`src/rtl/uart_tx_arbiter.sv`:
```
// uart_tx_arbiter: shares one UART transmitter among NUM_REQ byte producers.
// Round-robin arbitration, one grant per byte frame. The winner's byte is latched, the
// transmitter is kicked with a one-cycle tx_start, and no new grant is issued until the
// transmitter's busy flag has risen and fallen again, or a busy-rise timeout has expired.
//
// Ports
//   clk       system clock
//   reset     synchronous, active-low reset
//   req       per-requester request level, held until the matching gnt
//   req_data  requester i byte in bits [i*DATA_W +: DATA_W]
//   gnt       one-hot, one-cycle pulse: requester's byte accepted
//   tx_start  one-cycle pulse to the transmitter, tx_data valid with it
//   tx_data   latched byte, stable from grant until the arbiter is idle again
//   tx_busy   transmitter busy, high for the whole frame
//   owner     index of the current or most recent winner
//   active    high whenever the arbiter is not idle
//   err_to    one-cycle pulse: tx_busy never rose within BUSY_TIMEOUT cycles
module uart_tx_arbiter #(
  parameter int unsigned NUM_REQ      = 4,
  parameter int unsigned DATA_W       = 8,
  parameter int unsigned BUSY_TIMEOUT = 16
) (
  input  logic                       clk,
  input  logic                       reset,
  input  logic [NUM_REQ-1:0]         req,
  input  logic [NUM_REQ*DATA_W-1:0]  req_data,
  output logic [NUM_REQ-1:0]         gnt,
  output logic                       tx_start,
  output logic [DATA_W-1:0]          tx_data,
  input  logic                       tx_busy,
  output logic [$clog2(NUM_REQ)-1:0] owner,
  output logic                       active,
  output logic                       err_to
);

  localparam int unsigned IdxW = $clog2(NUM_REQ);
  localparam int unsigned CntW = $clog2(BUSY_TIMEOUT);

  typedef enum logic [1:0] {
    StIdle,
    StIssue,
    StWaitBusy,
    StWaitDone
  } state_e;

  state_e            state_q, state_d;
  logic [IdxW-1:0]   last_q, last_d;
  logic [IdxW-1:0]   owner_q, owner_d;
  logic [DATA_W-1:0] data_q, data_d;
  logic [NUM_REQ-1:0] gnt_q, gnt_d;
  logic              tx_start_q, tx_start_d;
  logic              err_to_q, err_to_d;
  logic [CntW-1:0]   to_cnt_q, to_cnt_d;

  // Unpacked view of the requesters' bytes.
  logic [DATA_W-1:0] req_bytes [NUM_REQ];
  for (genvar g = 0; g < NUM_REQ; g++) begin : g_unpack
    assign req_bytes[g] = req_data[g*DATA_W +: DATA_W];
  end

  // Round-robin pick: first set request scanning last+1, last+2, ... modulo NUM_REQ.
  // The sum is one bit wider so the modulo works for non-power-of-two NUM_REQ.
  logic [IdxW:0]   scan_sum;
  logic [IdxW-1:0] win_idx;
  logic            win_found;

  always_comb begin
    win_found = 1'b0;
    win_idx   = '0;
    scan_sum  = '0;
    for (int unsigned i = 1; i <= NUM_REQ; i++) begin
      scan_sum = {1'b0, last_q} + (IdxW+1)'(i);
      if (scan_sum >= (IdxW+1)'(NUM_REQ)) begin
        scan_sum = scan_sum - (IdxW+1)'(NUM_REQ);
      end
      if (!win_found && req[scan_sum[IdxW-1:0]]) begin
        win_found = 1'b1;
        win_idx   = scan_sum[IdxW-1:0];
      end
    end
  end

  always_comb begin
    state_d    = state_q;
    last_d     = last_q;
    owner_d    = owner_q;
    data_d     = data_q;
    gnt_d      = '0;
    tx_start_d = 1'b0;
    err_to_d   = 1'b0;
    to_cnt_d   = to_cnt_q;

    unique case (state_q)
      StIdle: begin
        // A busy transmitter here is a foreign or stale frame: hold off.
        if (win_found && !tx_busy) begin
          state_d = StIssue;
          owner_d = win_idx;
          data_d  = req_bytes[win_idx];
          gnt_d   = NUM_REQ'(1) << win_idx;
        end
      end
      StIssue: begin
        tx_start_d = 1'b1;
        to_cnt_d   = '0;
        state_d    = StWaitBusy;
      end
      StWaitBusy: begin
        if (tx_busy) begin
          state_d = StWaitDone;
        end else if (to_cnt_q == CntW'(BUSY_TIMEOUT - 1)) begin
          // Advance the pointer anyway so a dead requester cannot starve the rest.
          err_to_d = 1'b1;
          last_d   = owner_q;
          state_d  = StIdle;
        end else begin
          to_cnt_d = to_cnt_q + 1'b1;
        end
      end
      StWaitDone: begin
        if (!tx_busy) begin
          last_d  = owner_q;
          state_d = StIdle;
        end
      end
      default: state_d = StIdle;
    endcase
  end

  always_ff @(posedge clk) begin
    if (!reset) begin
      state_q    <= StIdle;
      last_q     <= IdxW'(NUM_REQ - 1);
      owner_q    <= '0;
      data_q     <= '0;
      gnt_q      <= '0;
      tx_start_q <= 1'b0;
      err_to_q   <= 1'b0;
      to_cnt_q   <= '0;
    end else begin
      state_q    <= state_d;
      last_q     <= last_d;
      owner_q    <= owner_d;
      data_q     <= data_d;
      gnt_q      <= gnt_d;
      tx_start_q <= tx_start_d;
      err_to_q   <= err_to_d;
      to_cnt_q   <= to_cnt_d;
    end
  end

  assign gnt      = gnt_q;
  assign tx_start = tx_start_q;
  assign tx_data  = data_q;
  assign owner    = owner_q;
  assign active   = (state_q != StIdle);
  assign err_to   = err_to_q;

endmodule

```
`config.mk`:
```
export PLATFORM = sky130hd
export DESIGN_NAME = uart_tx_arbiter
export DESIGN_NICKNAME = d
export VERILOG_FILES = /design/src/rtl/uart_tx_arbiter.sv
export SDC_FILE = /design/constraint.sdc
export NUM_CORES = 1
export LEC_CHECK = 0
export ABC_AREA = 1
export CAP_MARGIN = 25
export CORE_MARGIN = 4
export CORE_UTILIZATION = 39
export DETAILED_ROUTE_END_ITERATION = 8
export PLACE_DENSITY = 0.75
export SYNTH_ARGS = -nofsm -noshare
export SYNTH_HDL_FRONTEND = slang
export SYNTH_SLANG_ARGS = --single-unit
export TNS_END_PERCENT = 10
```
`constraint.sdc`:
```
create_clock -name clk -period 1.5 [get_ports clk]
set_input_delay 0.375 -clock clk [delete_from_list [all_inputs] [get_ports clk]]
set_output_delay 0.375 -clock clk [all_outputs]
set_load 0.005 [all_outputs]
```
-- Yosys cells after proc, flatten, opt, wreduce, memory -nomap -nowiden
Cells that the tools add are included.
Widths: inputs -> output; s select.
- word-level logic and storage cells: 95
- bits in registers: 24
- output and inout bits: 17
- magnitude comparators: 9
- reduce and logical (&&, ||, !) cells: 18
- shift-type cells: 1
- add/subtract/negate cells: 9
- bitwise logic cells: 3
- mux-type cells: 37
- equality and inequality tests: 10
- operator list (operator ; count):
    $mux 2 ; 15
    $bmux 8 s2 ; 1
    $mux 8 ; 2
    $ge 3x3->1 const B ; 5
    $lt 2x3->1 const B ; 4
    $mux 1 ; 10
    $ne 2x2->1 const B ; 5
    $reduce_and 3->1 ; 3
    $bmux 1 s2 ; 4
    $mux 4 ; 2
    $pmux 2 s4 ; 1
    $pmux 4 s2 ; 1
    $sub 2x1->2 const B ; 4
    $add 2x2->3 const B ; 2
    $reduce_bool 2->1 ; 3
    $add 4x1->4 const B ; 1
    $eq 2x2->1 const B ; 2
    $eq 4x4->1 const B ; 1
    $logic_and 1x1->1 ; 4
    $logic_not 1->1 ; 4
    $pmux 2 s2 ; 1
    $reduce_and 4->1 ; 1
    $shl 1x2->4 const A ; 1
    $add 2x1->3 const B ; 1
    8 further kinds ; 9

-- Depth between registers and ports, before layout
- depth in word-level cells: 19
- mapped depth: 16
- depth with buffers taken out: 15

-- Worst setup path before layout
OpenSTA, ideal clock, no wires.
- path kind: flip-flop to flip-flop
- start point: register last_q[0]
- end point: register data_q[7] (netlist: tx_data[7])
- setup time: 0.120 ns
- data arrival time: 1.558 ns
- period minus slack after synthesis: 1.678 ns
- path slack: -0.178 ns
- path buffers: 2
- stages on the path, launching flop included: 13
- path through: dfxtp_1 -> buf_6 -> nand2_2 -> nand3_1 -> nand2_2 -> nor2_4 -> nand3_2 -> nand3_2 -> nand2_4 -> buf_6 -> or2_1 -> nand3_1 -> nand3_1
- longest elaborated chain between the ends: 19
- elaborated cells on any way between the ends: 44
- those cells by class: 8 x add/sub; 4 x order compare; 23 x mux; 1 x bitwise; 8 x reduce/logical
- ends and longest elaborated chain (item ; RTL line ; source):
    start, declared ; 47 ; logic [IdxW-1:0] last_q, last_d;
    start signal, assigned ; 133 ; last_q <= IdxW'(NUM_REQ - 1);
    start signal, assigned ; 142 ; last_q <= last_d;
    $add 2x1->3 ; 72 ; scan_sum = {1'b0, last_q} + (IdxW+1)'(i);
    $ge 3x3->1 / $sub 2x1->2 (equally long branches) ; 73, 74 ;
    $mux 2 ; 73 ; if (scan_sum >= (IdxW+1)'(NUM_REQ)) begin
    $bmux 1 s2 ; 76 ; if (!win_found && req[scan_sum[IdxW-1:0]]) begin
    $mux 1 (implied by the code) ; 76 ;
    $mux 1 ; 76 ;
    $logic_not 1->1 ; 76 ;
    $logic_and 1x1->1 ; 76 ;
    [... 2 more ...] ; n/a ;
    $logic_and 1x1->1 ; 76 ;
    $mux 1 ; 76 ;
    $logic_not 1->1 ; 76 ;
    $logic_and 1x1->1 ; 76 ;
    $mux 2 ; 76 ;
    $not 2->3 (implied by the code) ; 99 ; data_d = req_bytes[win_idx];
    $bmux 8 s2 ; 99 ;
    $mux 8 (implied by the code) (2 in a row) ; 99 ;
    end signal, assigned ; 144 ; data_q <= data_d;
    end, declared ; 49 ; logic [DATA_W-1:0] data_q, data_d;
Several ways; a longest one is shown, not always the timed one. The select of a mux whose other input is x is not followed.
A chain may end at the register's enable or synchronous reset.

-- Final worst setup path
Same ends and word-level chain as after synthesis.

==> flow_results.org <==
** Yosys
- By instance count, the leading cell after synthesis is nand2_1.
- Multiplexer area fraction after synthesis :: 0%
- Async S/R FF share, synth :: 0%
- Synthesis produced a netlist whose cell count is between 200 and 250.
- Synthesized net count :: approximately 280
- In this run, synthesis inferred 0 flip-flops with an integrated enable.
- Sequential-to-total area share from yosys stat :: between 30% and 40%
- Post-synthesis share of cell area spent on xor and xnor gates :: 0%
- Among all flip-flop cells after synthesis, the most frequent one is dfxtp_1.
- In the synthesized netlist, the cells that appear most often are nand2_1, nand3_1, inv_1.
- Count of distinct cell types in the synthesized netlist :: 25
- Post-synth design cell area :: around 1500 um^2
- Basic-gate share of the synthesized area counting and, or, nand and nor cells :: between 40% and 50%
- Counting flops and latches in the post-synthesis netlist gives 24.
- dfxtp_1 takes more of the synthesized area than any other cell.
- Arithmetic-cell share of the synthesized area counting full adders, half adders and majority gates :: less than 1%
- Yosys warning total :: 0
- Top cells by area, synth :: dfxtp_1, nand2_1, nand3_1
- After synthesis, the largest family of logic cells by area is simple AND/OR/NAND/NOR gates.
- Post-Syn Area per Cell :: around 6 um^2
- Top-area cell type share of the netlist area :: between 30 and 40%
- Summing the areas of all compound-gate instances in the mapped netlist gives 5.447% of the synthesized area.

** Routing
- The pre-antenna-repair detailed-routing pass consisted of 4 iterations.
- Ratio of routed vias to standard cells :: approximately 4.9
- For this run, design rule violations remaining after detail routing come to 0.
- In this run the remaining antenna-violating nets after routing total 0.
- Summing over every cut layer, the via total after detailed routing is between 1500 and 2000.
- In the final routed layout, each cell accounts on average for between 10 and 15 um.
- Final WL :: 4960 um
- Initial drt markers :: 110

** Clock network
- Clk slew on worst S/H paths :: roughly 0.080 ns
- Clk sink count :: 24
- Maximum number of buffers from clock root to sink :: 2
- Maximum level of the CTS H-tree :: 1
- TritonCTS Buffers :: 3
- CTS placed an instance of clkbuf_8 at the clock tree root.
- For the worst-skew pair, the clock arrives at the later sink with an insertion delay of about 0.26 ns.
- TritonCTS clock tree :: done

** Hold path
- The path with the worst hold slack has its endpoint at tx_data[4].
- Worst hold path cell count :: 2
- The path class of the tightest hold or removal check is flip-flop to flip-flop.
- Launch point of the worst hold path :: tx_data[4]

** Timing
- Slew Viols, Final :: 0
- Clock tree skew after final layout :: approximately 0.0053 ns
- Final hold violation count :: 0
- Worst-case setup margin in the final layout :: -0.4415 ns
- Post-route fraction of the period consumed by the critical path :: 129.4%
- For this run, the top clock speed supported by timing is about 0.5 GHz.
- Post-route minimum period :: between 1.5 and 2 ns
- Headroom to the max-slew limit :: 82.39%
- Worst slew pin tran :: between 0.2 and 0.3 ns
- Setup violations remaining at the end of the flow were counted as 15.
- Setup repair after global routing could not meet its margin everywhere.

** Global routing
- The initial antenna violation count came to 0.
- Pin count of the biggest net entering global routing :: 15
- The first global-routing pass estimated 7583 um of wire.
- After global routing the overflow that remains totals 0.
- The number of global-route vias before repair came to 1783.
- Gr usage total :: between 10% and 20%

** Floorplanning
- Core area :: 3661 um^2
- Starting density of the core :: between 40% and 50%
- Measured along the x axis, the die boundary spans 69.40 um.
- Count of standard-cell rows :: 22
- The die is slightly below 70 um tall.
- Die ar. :: ~4800 um^2
- During I/O placement, the number of pins put on the boundary was 56.

** Critical path
- Critical path data arrival time :: about 2.1 ns
- The worst setup path is launched from a flip-flop.
- CP endpoint kind :: flip-flop
- Cell-by-cell trace of the critical path :: buf_6 > nand2_1 > nand2_1 > nand2_1 > nand2_2 > o21ai_4 > nand3_4 > buf_12 > nand2_8 > buf_4 > nand2_1 > nand3_2 > nand3_1
- The slowest stage of the critical path is the dfxtp_4 cell.
- Peak fanout along the critical path :: 8
- Reg2reg setup slack :: -0.44 ns
- By startpoint and endpoint, the worst setup path is classified as flip-flop to flip-flop.
- STA puts the critical path data required time at between 1.5 and 2 ns.
- In this design, the critical path's most frequently occurring cell is nand2_1.
- Capture point of the worst reg-to-reg path :: tx_data[7]
- The startpoint identified for the worst register-to-register timing path is last_q[0].
- Broken down by cell family, the worst path's largest delay share belongs to simple AND/OR/NAND/NOR gates.
- Crit. Startpoint :: last_q[0]
- The largest single stage delay on the critical path is ~0.4 ns.
- Count of buffer and inverter cells on the critical path :: 3
- The worst register-to-register path has a depth of 13.

** Power and ir drop
- Total net switching power :: between 600 and 700 uW
- Switching portion of total power :: 32.62%
- The worst-case IR drop observed on VDD is between 400 and 500 uV.
- Register share of total power :: 38.9%
- The clock network burns 20.3% of the power.
- Cell internal power was estimated by the tool at 1245 uW.
- Combinational logic burns roughly two fifths of the power.
- Leak :: roughly 0.0014 uW
- Power Density :: between 600 and 700 nW/um^2

** Flow run
- Maximum capacitance violations :: 0

** Final layout
- Number of antenna diodes :: 0
- The finished cells cover roughly 2700 um^2.
- At the end of the flow, the number of nets in the layout was roughly 370.
- After the flow finishes, the layout carries non-filler instances totaling roughly 380.
- Layout overhead on the synthesized area :: 81.96%
- The post-route netlist has around a third of its cells at a drive strength greater than 1.

** Placed design
- Count of buffers from port buffering :: 55
- The number of placed instances, taps included, is 359.
- Detailed placement ended at an HPWL of 3140 um.
- Placement Cell Area :: roughly 2200 um^2
- The congestion estimate from routability-driven global placement came to 0.9383.

** Outcome
- Violated checks :: setup timing
- The run finished, with violations left.
## power groups by stage
stage	clock network [uW]	registers, uW	logic, uW
CTS	379	716	670
finish	375	719	754
global placement	0	726	602
detailed placement	0	725	609
global route	399	724	820
floorplan	0	723	295
## area by class of cell
cell class	count	area, um^2
Timing Repair Buffer	89	893.4
Tap cell	48	60.06
Fill cell	279	985.9
Multi-Input combinational cell	169	1016
Inverter	42	171.4
Clock buffer	3	41.29
Sequential cell	24	493.0
## worst max-delay path by stage
stage | to | slack, ns | cells past startpoint
finish | tx_data[7] | -0.44 | 13
detailed placement | tx_data[7] | -0.76 | 14
global route | tx_data[3] | -0.56 | 13
CTS | tx_data[1] | -0.32 | 14
global placement | tx_data[7] | -0.65 | 13
floorplan | tx_data[7] | -0.15 | 14
## placed cells by master (no fill, tap or decap), types with 3 or more instances in the layout
cell,count
clkbuf_8,3
nand3_2,11
nor2_2,5
nand2_2,21
buf_4,25
dfxtp_2,7
nor3_1,4
nand4_1,3
inv_1,34
nand2_1,56
nand3_4,4
dlymetal6s2s_1,5
buf_6,4
inv_2,5
nand2_4,6
nand3_1,29
nor2_1,8
clkdlybuf4s50_1,42
a21oi_1,6
dfxtp_1,16
dlygate4sd2_1,8
buf_12,4
## logic make-up (layout without fill, tap and decap cells)
group           Yosys count  count (layout)
simple gates            153             154
buf+inv                  47             134
flops                    24              24
compound gates           14              14
fa+ha+maj                 1               1
## sequential cells by signal (all words and copies together), names as in the netlist
| register | cells |
|---|---|
| tx_start | 1 |
| err_to | 1 |
| to_cnt_q | 4 |
| owner | 2 |
| last_q | 2 |
| gnt | 4 |
| state_q | 2 |
| tx_data | 8 |
## through the flow
step                      hold slack, ns  TNS (ns)  total power [uW]  util [%]  worst slack (ns)
after global routing              0.4837    -7.755              1943     73.07           -0.5580
after CTS                         0.4571    -3.810              1766     68.63           -0.3217
after detailed placement          0.4410    -11.34              1334     61.35           -0.7622
final                             0.4484    -5.567              1848     73.07           -0.4415
after floorplan                   0.4456    -1.272              1019         -           -0.1538
after global placement            0.4390    -9.926              1329     61.35           -0.6546
## worst register-to-register path, stage by stage (launching register included)
cell,delay [ns]
dfxtp_4,0.40
buf_6,0.15
nand2_1,0.09
nand2_1,0.07
nand2_1,0.09
nand2_2,0.13
o21ai_4,0.20
nand3_4,0.12
buf_12,0.15
nand2_8,0.07
buf_4,0.14
nand2_1,0.08
nand3_2,0.08
nand3_1,0.07
## repair_timing
| item | 4_1_cts | 5_1_grt |
|---|---|---|
| pin swaps | 18 | 12 |
| hold buffers | 0 | 0 |
| buffers inserted | 9 | 2 |
| cloned | 2 | 0 |
| setup endpoints to repair | 26 | 25 |
| gates resized for setup | 49 | 41 |
## routing by layer
layer	routed length [um]	GRT usage [%]
met1	1959	21.31
met2	2498	33.58
met3	358	5.362
met4	144	6.725
met5	0	0
(Power assumes the default switching activity.)
